`config.mk`:
```
export PLATFORM = sky130hd
export DESIGN_NAME = sram_sync_fifo
export DESIGN_NICKNAME = d
export VERILOG_FILES = /design/src/rtl/sram_pkg.sv /design/src/rtl/sram_fifo_mem.sv /design/src/rtl/sram_sync_fifo.sv
export SDC_FILE = /design/constraint.sdc
export NUM_CORES = 1
export LEC_CHECK = 0
export BUFFER_PORTS_ARGS = -buffer_cell sky130_fd_sc_hd__buf_2
export CORE_ASPECT_RATIO = 0.5
export CORE_MARGIN = 5
export CORE_UTILIZATION = 50
export CTS_CLUSTER_DIAMETER = 150
export DETAILED_ROUTE_END_ITERATION = 16
export PLACE_DENSITY = 0.72
export SYNTH_ARGS = -nofsm -noshare
export SYNTH_HDL_FRONTEND = slang
export SYNTH_SLANG_ARGS = --single-unit
```
`constraint.sdc`:
```
create_clock -name clk -period 2.7 [get_ports clk]
set_clock_uncertainty 0.15 [all_clocks]
set_input_delay 0 -clock clk [delete_from_list [all_inputs] [get_ports clk]]
set_output_delay 0 -clock clk [all_outputs]
set_load 0.005 [all_outputs]
```
`src/rtl/sram_pkg.sv`:
```
// Shared constants for the SRAM host-side FIFO: default geometry and read-mode encoding.
package sram_pkg;

  localparam int DEF_DATA_WIDTH = 16;
  localparam int DEF_DEPTH      = 16;

  localparam int MODE_STD  = 0;
  localparam int MODE_FWFT = 1;

endpackage : sram_pkg

```
`src/rtl/sram_fifo_mem.sv`:
```
// FIFO storage: DEPTH x DATA_WIDTH array, synchronous write, asynchronous read.
module sram_fifo_mem #(
  parameter int DATA_WIDTH = 16,
  parameter int DEPTH      = 16,
  parameter int AW         = $clog2(DEPTH)
) (
  input  logic                  clk,
  input  logic                  wr_en_i,
  input  logic [AW-1:0]         wr_addr_i,
  input  logic [DATA_WIDTH-1:0] wr_data_i,
  input  logic [AW-1:0]         rd_addr_i,
  output logic [DATA_WIDTH-1:0] rd_data_o
);

  logic [DATA_WIDTH-1:0] mem_q [DEPTH];

  always_ff @(posedge clk) begin
    if (wr_en_i) begin
      mem_q[wr_addr_i] <= wr_data_i;
    end
  end

  // Asynchronous read lets the top choose registered or fall-through presentation.
  assign rd_data_o = mem_q[rd_addr_i];

endmodule : sram_fifo_mem

```
`src/rtl/sram_sync_fifo.sv`:
```
// Single-clock parametrised FIFO feeding the SRAM sequencer, with occupancy,
// threshold flags, sticky error flags and selectable standard/FWFT read.
module sram_sync_fifo
  import sram_pkg::*;
#(
  parameter int DATA_WIDTH = DEF_DATA_WIDTH,
  parameter int DEPTH      = DEF_DEPTH,
  parameter int AF_MARGIN  = 2,
  parameter int AE_MARGIN  = 2,
  parameter int FWFT       = MODE_STD
) (
  input  logic                    clk,
  input  logic                    rst_n,
  input  logic [DATA_WIDTH-1:0]   input_data,
  input  logic                    write_enable,
  input  logic                    read_enable,
  output logic [DATA_WIDTH-1:0]   output_data,
  output logic                    output_valid,
  output logic                    fifo_full,
  output logic                    fifo_empty,
  output logic                    almost_full,
  output logic                    almost_empty,
  output logic [$clog2(DEPTH):0]  fifo_count,
  output logic                    overflow,
  output logic                    underflow
);

  localparam int AW = $clog2(DEPTH);
  localparam int CW = AW + 1;

  localparam logic [CW-1:0] FULL_LEVEL = CW'(DEPTH);
  localparam logic [CW-1:0] AF_LEVEL   = CW'(DEPTH - AF_MARGIN);
  localparam logic [CW-1:0] AE_LEVEL   = CW'(AE_MARGIN);
  localparam logic [CW-1:0] ONE        = CW'(1);

  logic [CW-1:0]         wr_ptr_q, wr_ptr_d;
  logic [CW-1:0]         rd_ptr_q, rd_ptr_d;
  logic [CW-1:0]         count_q, count_d;
  logic                  overflow_q, overflow_d;
  logic                  underflow_q, underflow_d;
  logic                  rd_acc, wr_acc;
  logic [DATA_WIDTH-1:0] rd_data;

  assign fifo_full    = (count_q == FULL_LEVEL);
  assign fifo_empty   = (count_q == '0);
  assign almost_full  = (count_q >= AF_LEVEL);
  assign almost_empty = (count_q <= AE_LEVEL);
  assign fifo_count   = count_q;
  assign overflow     = overflow_q;
  assign underflow    = underflow_q;

  // A pop in the same cycle frees a slot, so a write while full still lands.
  assign rd_acc = read_enable & ~fifo_empty;
  assign wr_acc = write_enable & (~fifo_full | rd_acc);

  always_comb begin
    wr_ptr_d    = wr_ptr_q;
    rd_ptr_d    = rd_ptr_q;
    count_d     = count_q;
    overflow_d  = overflow_q | (write_enable & ~wr_acc);
    underflow_d = underflow_q | (read_enable & fifo_empty);
    if (wr_acc) begin
      wr_ptr_d = wr_ptr_q + ONE;
    end
    if (rd_acc) begin
      rd_ptr_d = rd_ptr_q + ONE;
    end
    case ({wr_acc, rd_acc})
      2'b10:   count_d = count_q + ONE;
      2'b01:   count_d = count_q - ONE;
      default: count_d = count_q;
    endcase
  end

  always_ff @(posedge clk) begin
    if (!rst_n) begin
      wr_ptr_q    <= '0;
      rd_ptr_q    <= '0;
      count_q     <= '0;
      overflow_q  <= 1'b0;
      underflow_q <= 1'b0;
    end else begin
      wr_ptr_q    <= wr_ptr_d;
      rd_ptr_q    <= rd_ptr_d;
      count_q     <= count_d;
      overflow_q  <= overflow_d;
      underflow_q <= underflow_d;
    end
  end

  sram_fifo_mem #(
    .DATA_WIDTH (DATA_WIDTH),
    .DEPTH      (DEPTH),
    .AW         (AW)
  ) u_mem (
    .clk       (clk),
    .wr_en_i   (wr_acc),
    .wr_addr_i (wr_ptr_q[AW-1:0]),
    .wr_data_i (input_data),
    .rd_addr_i (rd_ptr_q[AW-1:0]),
    .rd_data_o (rd_data)
  );

  generate
    if (FWFT == MODE_FWFT) begin : g_fwft
      assign output_data  = rd_data;
      assign output_valid = ~fifo_empty;
    end else begin : g_std
      logic [DATA_WIDTH-1:0] out_data_q;
      logic                  out_valid_q;

      always_ff @(posedge clk) begin
        if (!rst_n) begin
          out_data_q  <= '0;
          out_valid_q <= 1'b0;
        end else begin
          out_valid_q <= rd_acc;
          if (rd_acc) begin
            out_data_q <= rd_data;
          end
        end
      end

      assign output_data  = out_data_q;
      assign output_valid = out_valid_q;
    end
  endgenerate

endmodule : sram_sync_fifo

```
==> flow_summary.ini, run 1 <==
[clock_tree]
tritoncts = yes
cts_made_buffers = 26
clk_pin_slew_worst_paths_ns = 0.06
clk_latency_ns = 0.52
clock_sinks = 288
root_buffer = clkbuf_16
clock_path_buffers = 3
cts-htree-levels = 1
cts_setup_buffers = 0

[route]
drc_errors = 0
drt_iter0_drc = 701
ant_nets = 0
vias = 6453
wirelength_um = 26800
post_drt_wl_per_cell_um = 24.6
viasPerCell = 5.94
dr.pass1.iters = 6

[worst_setup_path]
startpoint_type = flop
cpPeakStageDelay_ns = 0.37
startpoint = fifo_count[0]
crit_arrival_ns = 2.85
critPathMaxFanout = 7
cp_num_buf_inv = 2
cp_data_required_time_ns = 2.97
r2r-end = fifo_count[4]
path_class = reg2reg
crit_cells = 10
critPathCaptureType = flop
cp_common_cell = nand2b_1
reg2reg_slack_ns = 0.12
critPathTopFamily = simple AND/OR/NAND/NOR gates
crit_end = fifo_count[4]
r2r_cells = 10
path_cells = nor4_2, buf_4, a21boi_4, nand2b_1, inv_1, ha_4, nand2b_1, a21oi_2, mux2_2, a221oi_1
reg2reg_from = fifo_count[0]
critPathSlowestCell = dfxtp_1

[status]
status = finished, final reports clean

[yosys]
synth_edf_count = 256
avgSynthCellArea_sq_um = 16.4
yosysWarnings = 0
syn_inst = 688
yosys.area.top_type = edfxtp_1
async_flop_share = 0
synth.cell_area_sq_mm = 0.0113
synth_most_common_cell = edfxtp_1
synthFlopType = edfxtp_1
synth_area_leaders = edfxtp_1 68%, mux2i_1 12%, dfxtp_1 5.7%
ys_ff_latch = 288
seq_area_frac_synth = 0.740
netlist_top_cells_count = 256 x edfxtp_1, 136 x mux2i_1, 64 x o22ai_1
synth_top_area_frac = 0.683
yosysUniqueCellTypes = 40
synth_fp_nets = 717

[floorplan]
rows = 38
dieArea_sq_mm = 0.0258
die_w_um = 222
start_util = 0.514
fp.coreArea_sq_mm = 0.0219
ios = 48
die_height_um = 116

[job]
maxCapViolations = 0

[timing]
worst_slew_pin_slew_ns = 1.31
setup_ws_ns = 0.121
max_freq_ghz = 0.388
hold_ws_ns = 0.271
period_share = 0.955
slew_viol_final = 0
finalCriticalPeriod_ns = 2.58
rsz0062_at_grt = no
hold_viol_final = 0
slew_headroom = 0.121
tns_ns = 0
final-setup-viol-count = 0

[final_layout]
nFillCells = 1596
areaGrowthSynthToFinish_pct = 15.9
multi_input_area_sq_mm = 0.00281
seq_area_sq_mm = 0.00834
fin_cells = 1087
drive_gt1_frac = 0.180
nNetsFinal = 796
antennaDiodeCount = 0

[power_and_ir_drop]
power_leakage_uw = 0.00414
ir_worst_vdd_mv = 0.430
p_per_area_mw_per_mm2 = 811

[grt]
grt_pass1_vias = 6290
grt_overflow = 0
antenna_found_initial = 0
grt_util_all_layers = 0.203
grt_pass1_wl_um = 39200
grt_start_max_net_pins = 43

[worst_hold_path]
hp-start = write_enable
hold_path_class = in2reg

[placement]
place_ws_ns = 0.106
place_hpwl_um = 17100
gp_congestion = 0.837
port_buffers = 47
place_inst = 1020
==> tightest hold or removal path, delay by kind of cell <==
family	cells	cell delay (ns)
buf+inv	2	0.74
compound gates	1	0.09
simple gates	1	0.07
==> layout by cell type, fill, tap and decap left out, types with 2 or more instances in the layout <==
cell	count
edfxtp_1	256
mux2i_1	136
o22ai_1	64
buf_2	47
dfxtp_1	28
clkbuf_16	27
buf_4	23
a21oi_1	20
dlygate4sd3_1	19
o21ai_0	18
nor4_1	16
nand2_1	14
nor2_2	12
nor2_1	11
clkbuf_1	11
nand2b_1	10
inv_1	8
ha_1	6
clkbuf_8	6
nand3_1	4
buf_12	4
nor3_2	3
nand3b_1	3
dfxtp_2	3
or3b_2	2
or3_1	2
nand4_1	2
xor2_1	2
xnor2_1	2
a31oi_1	2
ha_4	2
==> metal layers <==
layer  GRT usage  share of wire
met1       0.302           0.44
met2       0.316           0.44
met4      0.0414          0.019
met5           0              0
met3      0.0452          0.097
==> state kept, by name, summed over array words and instances (netlist names) <==
| register | count |
|---|---|
| u_mem.mem_q | 256 |
| output_valid | 1 |
| underflow | 1 |
| wr_ptr_q | 4 |
| rd_ptr_q | 4 |
| overflow | 1 |
| fifo_count | 5 |
| output_data | 16 |
==> worst min-delay path by stage <==
stage	end	slack, ns	cells past startpoint
floorplan	u_mem.mem_q[0][0]	-0.05	0
global placement	output_valid	0.23	1
detailed placement	output_valid	0.23	1
CTS	overflow	0.25	4
global route	overflow	0.29	4
finish	overflow	0.27	4
==> per-stage QoR <==
| step | area (sq um) | utilization | total power, uW |
|---|---|---|---|
| finish | 13100 | 0.595 | 10600 |
| global route | 13100 | 0.595 | 11000 |
| CTS | 13000 | 0.593 | 10600 |
| detailed placement | 12000 | 0.547 | 7040 |
| global placement | 12000 | 0.547 | 7000 |
| floorplan | 11300 | - | 6300 |
==> where the power goes <==
group	internal (uW)	switching [uW]
sequential	5100	165
combinational	678	1090
clock	2010	1540
==> cells by family after synthesis <==
group,count (synthesis),share of synthesized area
AOI/OAI and AO/OA,114,0.0639
xor gates and xnor gates,4,0.00311
adders and majority gates,9,0.0107
buffers and inverters,50,0.0196
DFF,288,0.740
muxes,137,0.122
and+or+nand+nor,86,0.0409
==> timing repair <==
action                                 in CTS  in global routing
setup endpoints to repair                   0                  1
resized for setup                           0                  7
hold buffers                               19                  0
endpoints found under the hold margin     287                  0
==> area by class of cell <==
class	instances	area share
clock buffers	44	0.0613
clock inverters	4	0.00192
inverters	8	0.00230
multi-input cells	350	0.215
flip-flops and latches	288	0.639
well taps	300	0.0288
repair buffers	93	0.0520
(Power assumes the default switching activity.)
==> run 2: changes to the inputs <==
- CORE_ASPECT_RATIO: 0.5 -> unset
- GPL_TIMING_DRIVEN: unset -> 0
==> run 2 against run 1 <==
Against the previous run: global-route usage shrank 1.2 points; maximum frequency is 3.8% lower; register-to-register slack worse by 0.10 ns; clock-buffer cell count shrank 3; design area up 1.5%; non-clock buffer count is 31 higher; sequential share of layout area fell by 0.93 points; critical path depth shrank 4; clock power increased by 3%; largest power group unchanged; combinational power rose by 6%; final cell count rose by 1.8%; die area down 0.70%; critical path type unchanged.
==> flow_summary.ini, run 2 (same netlist as run 1, synthesis figures left out) <==
[status]
status = finished, final reports clean

[worst_setup_path]
r2r_cells = 6
critPathMaxFanout = 10
path_class = reg2reg
cp_data_required_time_ns = 2.95
crit_arrival_ns = 2.94
critPathCaptureType = flop
reg2reg_from = rd_ptr_q[2]
startpoint_type = flop
startpoint = rd_ptr_q[2]
reg2reg_slack_ns = 0.02
r2r-end = output_data[6]

[timing]
final-setup-viol-count = 0
slew_headroom = 0.370
period_share = 0.993
finalCriticalPeriod_ns = 2.68
hold_ws_ns = 0.183
worst_slew_pin_slew_ns = 0.944
rsz0062_at_grt = yes
hold_viol_final = 0
max_freq_ghz = 0.373
slew_viol_final = 0

[final_layout]
areaGrowthSynthToFinish_pct = 17.7
nFillCells = 1607
multi_input_area_sq_mm = 0.00283
drive_gt1_frac = 0.187
nNetsFinal = 829
seq_area_sq_mm = 0.00834
most-common-layout-cells = 256 x edfxtp_1, 136 x mux2i_1, 64 x buf_2, 64 x o22ai_1, 29 x clkbuf_1
regMostFlops = u_mem.mem_q
final_common_cell = edfxtp_1
fin_cells = 1107
antennaDiodeCount = 0
largest_register_ffs = 256

[route]
post_drt_wl_per_cell_um = 22.5
ant_nets = 0
wirelength_um = 24900
viasPerCell = 5.85
drt_iter0_drc = 755
dr.pass1.iters = 5
drc_errors = 0
vias = 6480

[worst_hold_path]
hold_path_class = in2reg
min_to = fifo_count[3]
hp-start = write_enable
min_path_cells = 7

[clock_tree]
clock_sinks = 288
root_buffer = clkbuf_16
tritoncts = yes
clk_pin_slew_worst_paths_ns = 0.06
cts-htree-levels = 1
cts_made_buffers = 28
clock_path_buffers = 3
clk_latency_ns = 0.54

[power_and_ir_drop]
seq_power_share = 0.488
intPower_uw = 7960
power_leakage_uw = 0.00427
power.net_switching_uw = 2850
p_per_area_mw_per_mm2 = 817
p_comb_frac = 0.174
ir_worst_vdd_mv = 0.361
clock_power_share = 0.338
p_sw_frac = 0.264

[placement]
place_hpwl_um = 16700
gp_congestion = 0.846
port_buffers = 44
place_inst = 1027

[job]
maxCapViolations = 0

[grt]
grt_util_all_layers = 0.191
top_usage_layer = met2
grt_pass1_wl_um = 38000
grt_use_met3 = 0.0351
grt_pass1_vias = 6515
antenna_found_initial = 0
grt_overflow = 0
met2_usage = 0.330
grt_start_max_net_pins = 17
grt_use_met1 = 0.252

[floorplan]
die_height_um = 160
ios = 48
die_w_um = 160
start_util = 0.502
dieArea_sq_mm = 0.0256
fp.coreArea_sq_mm = 0.0224
rows = 55
## run 2: power groups by stage
stage	logic (uW)	clock network, uW	registers (uW)
floorplan	973	0	5320
global placement	1560	0	5330
detailed placement	1660	0	5340
CTS	1760	3700	5260
global route	2020	3890	5310
finish	1880	3660	5280
## run 2: worst max-delay path by stage
stage                         end  slack [ns]  cells past startpoint
4_1_cts             fifo_count[4]       -0.01                      8
3_5_place_dp        fifo_count[4]       -0.47                      9
5_1_grt        u_mem.mem_q[10][1]       -0.05                      5
6_report           output_data[6]        0.02                      6
3_3_place_gp   u_mem.mem_q[1][14]       -0.97                      5
2_1_floorplan       fifo_count[4]        0.02                      9
## run 2: critical path, cell delays in order, from the launching register on
cell and delay [ns]:
dfxtp_1 0.31, clkbuf_1 0.16, clkdlybuf4s15_1 0.71, mux2i_1 0.32
o22ai_1 0.17, nor4_1 0.59, a21oi_1 0.14
## run 2: cell type report
class / instances / share of cell area
clock buffer: 41 / 0.0589
tap: 285 / 0.0269
sequential: 288 / 0.629
multi-input combinational: 350 / 0.214
timing repair buffer: 82 / 0.0463
clock inverter: 11 / 0.00728
inverter: 8 / 0.00255
buffer: 42 / 0.0148
## run 2: through the flow
| stage | power, uW | cell area [sq um] | TNS, ns | util | setup WS [ns] |
|---|---|---|---|---|---|
| final | 10800 | 13200 | 0 | 0.590 | 0.0178 |
| after global routing | 11200 | 13200 | -1.77 | 0.590 | -0.0541 |
| after CTS | 10700 | 13100 | -0.0145 | 0.586 | -0.0145 |
| after detailed placement | 7010 | 12000 | -0.851 | 0.535 | -0.468 |
| after global placement | 6880 | 11800 | -73.16 | 0.527 | -0.975 |
| after floorplan | 6300 | 11300 | 0 | - | 0.0183 |
## run 2: timing repair
item                                    CTS  global route
pin swaps                                 1             3
endpoints found under the hold margin   269             0
resized for setup                         5            13
hold buffers                             22             0
buffers inserted                          1             5
endpoints found under the setup margin    9            81
## run 2: layer usage
| layer | vias to the layer above | wire length [um] | part of all wire |
|---|---|---|---|
| met5 | - | 0 | 0 |
| met4 | 0 | 458 | 0.018 |
| met3 | 35 | 2020 | 0.081 |
| met2 | 275 | 12700 | 0.51 |
| met1 | 3237 | 9720 | 0.39 |
| li1 | 2933 | - | - |
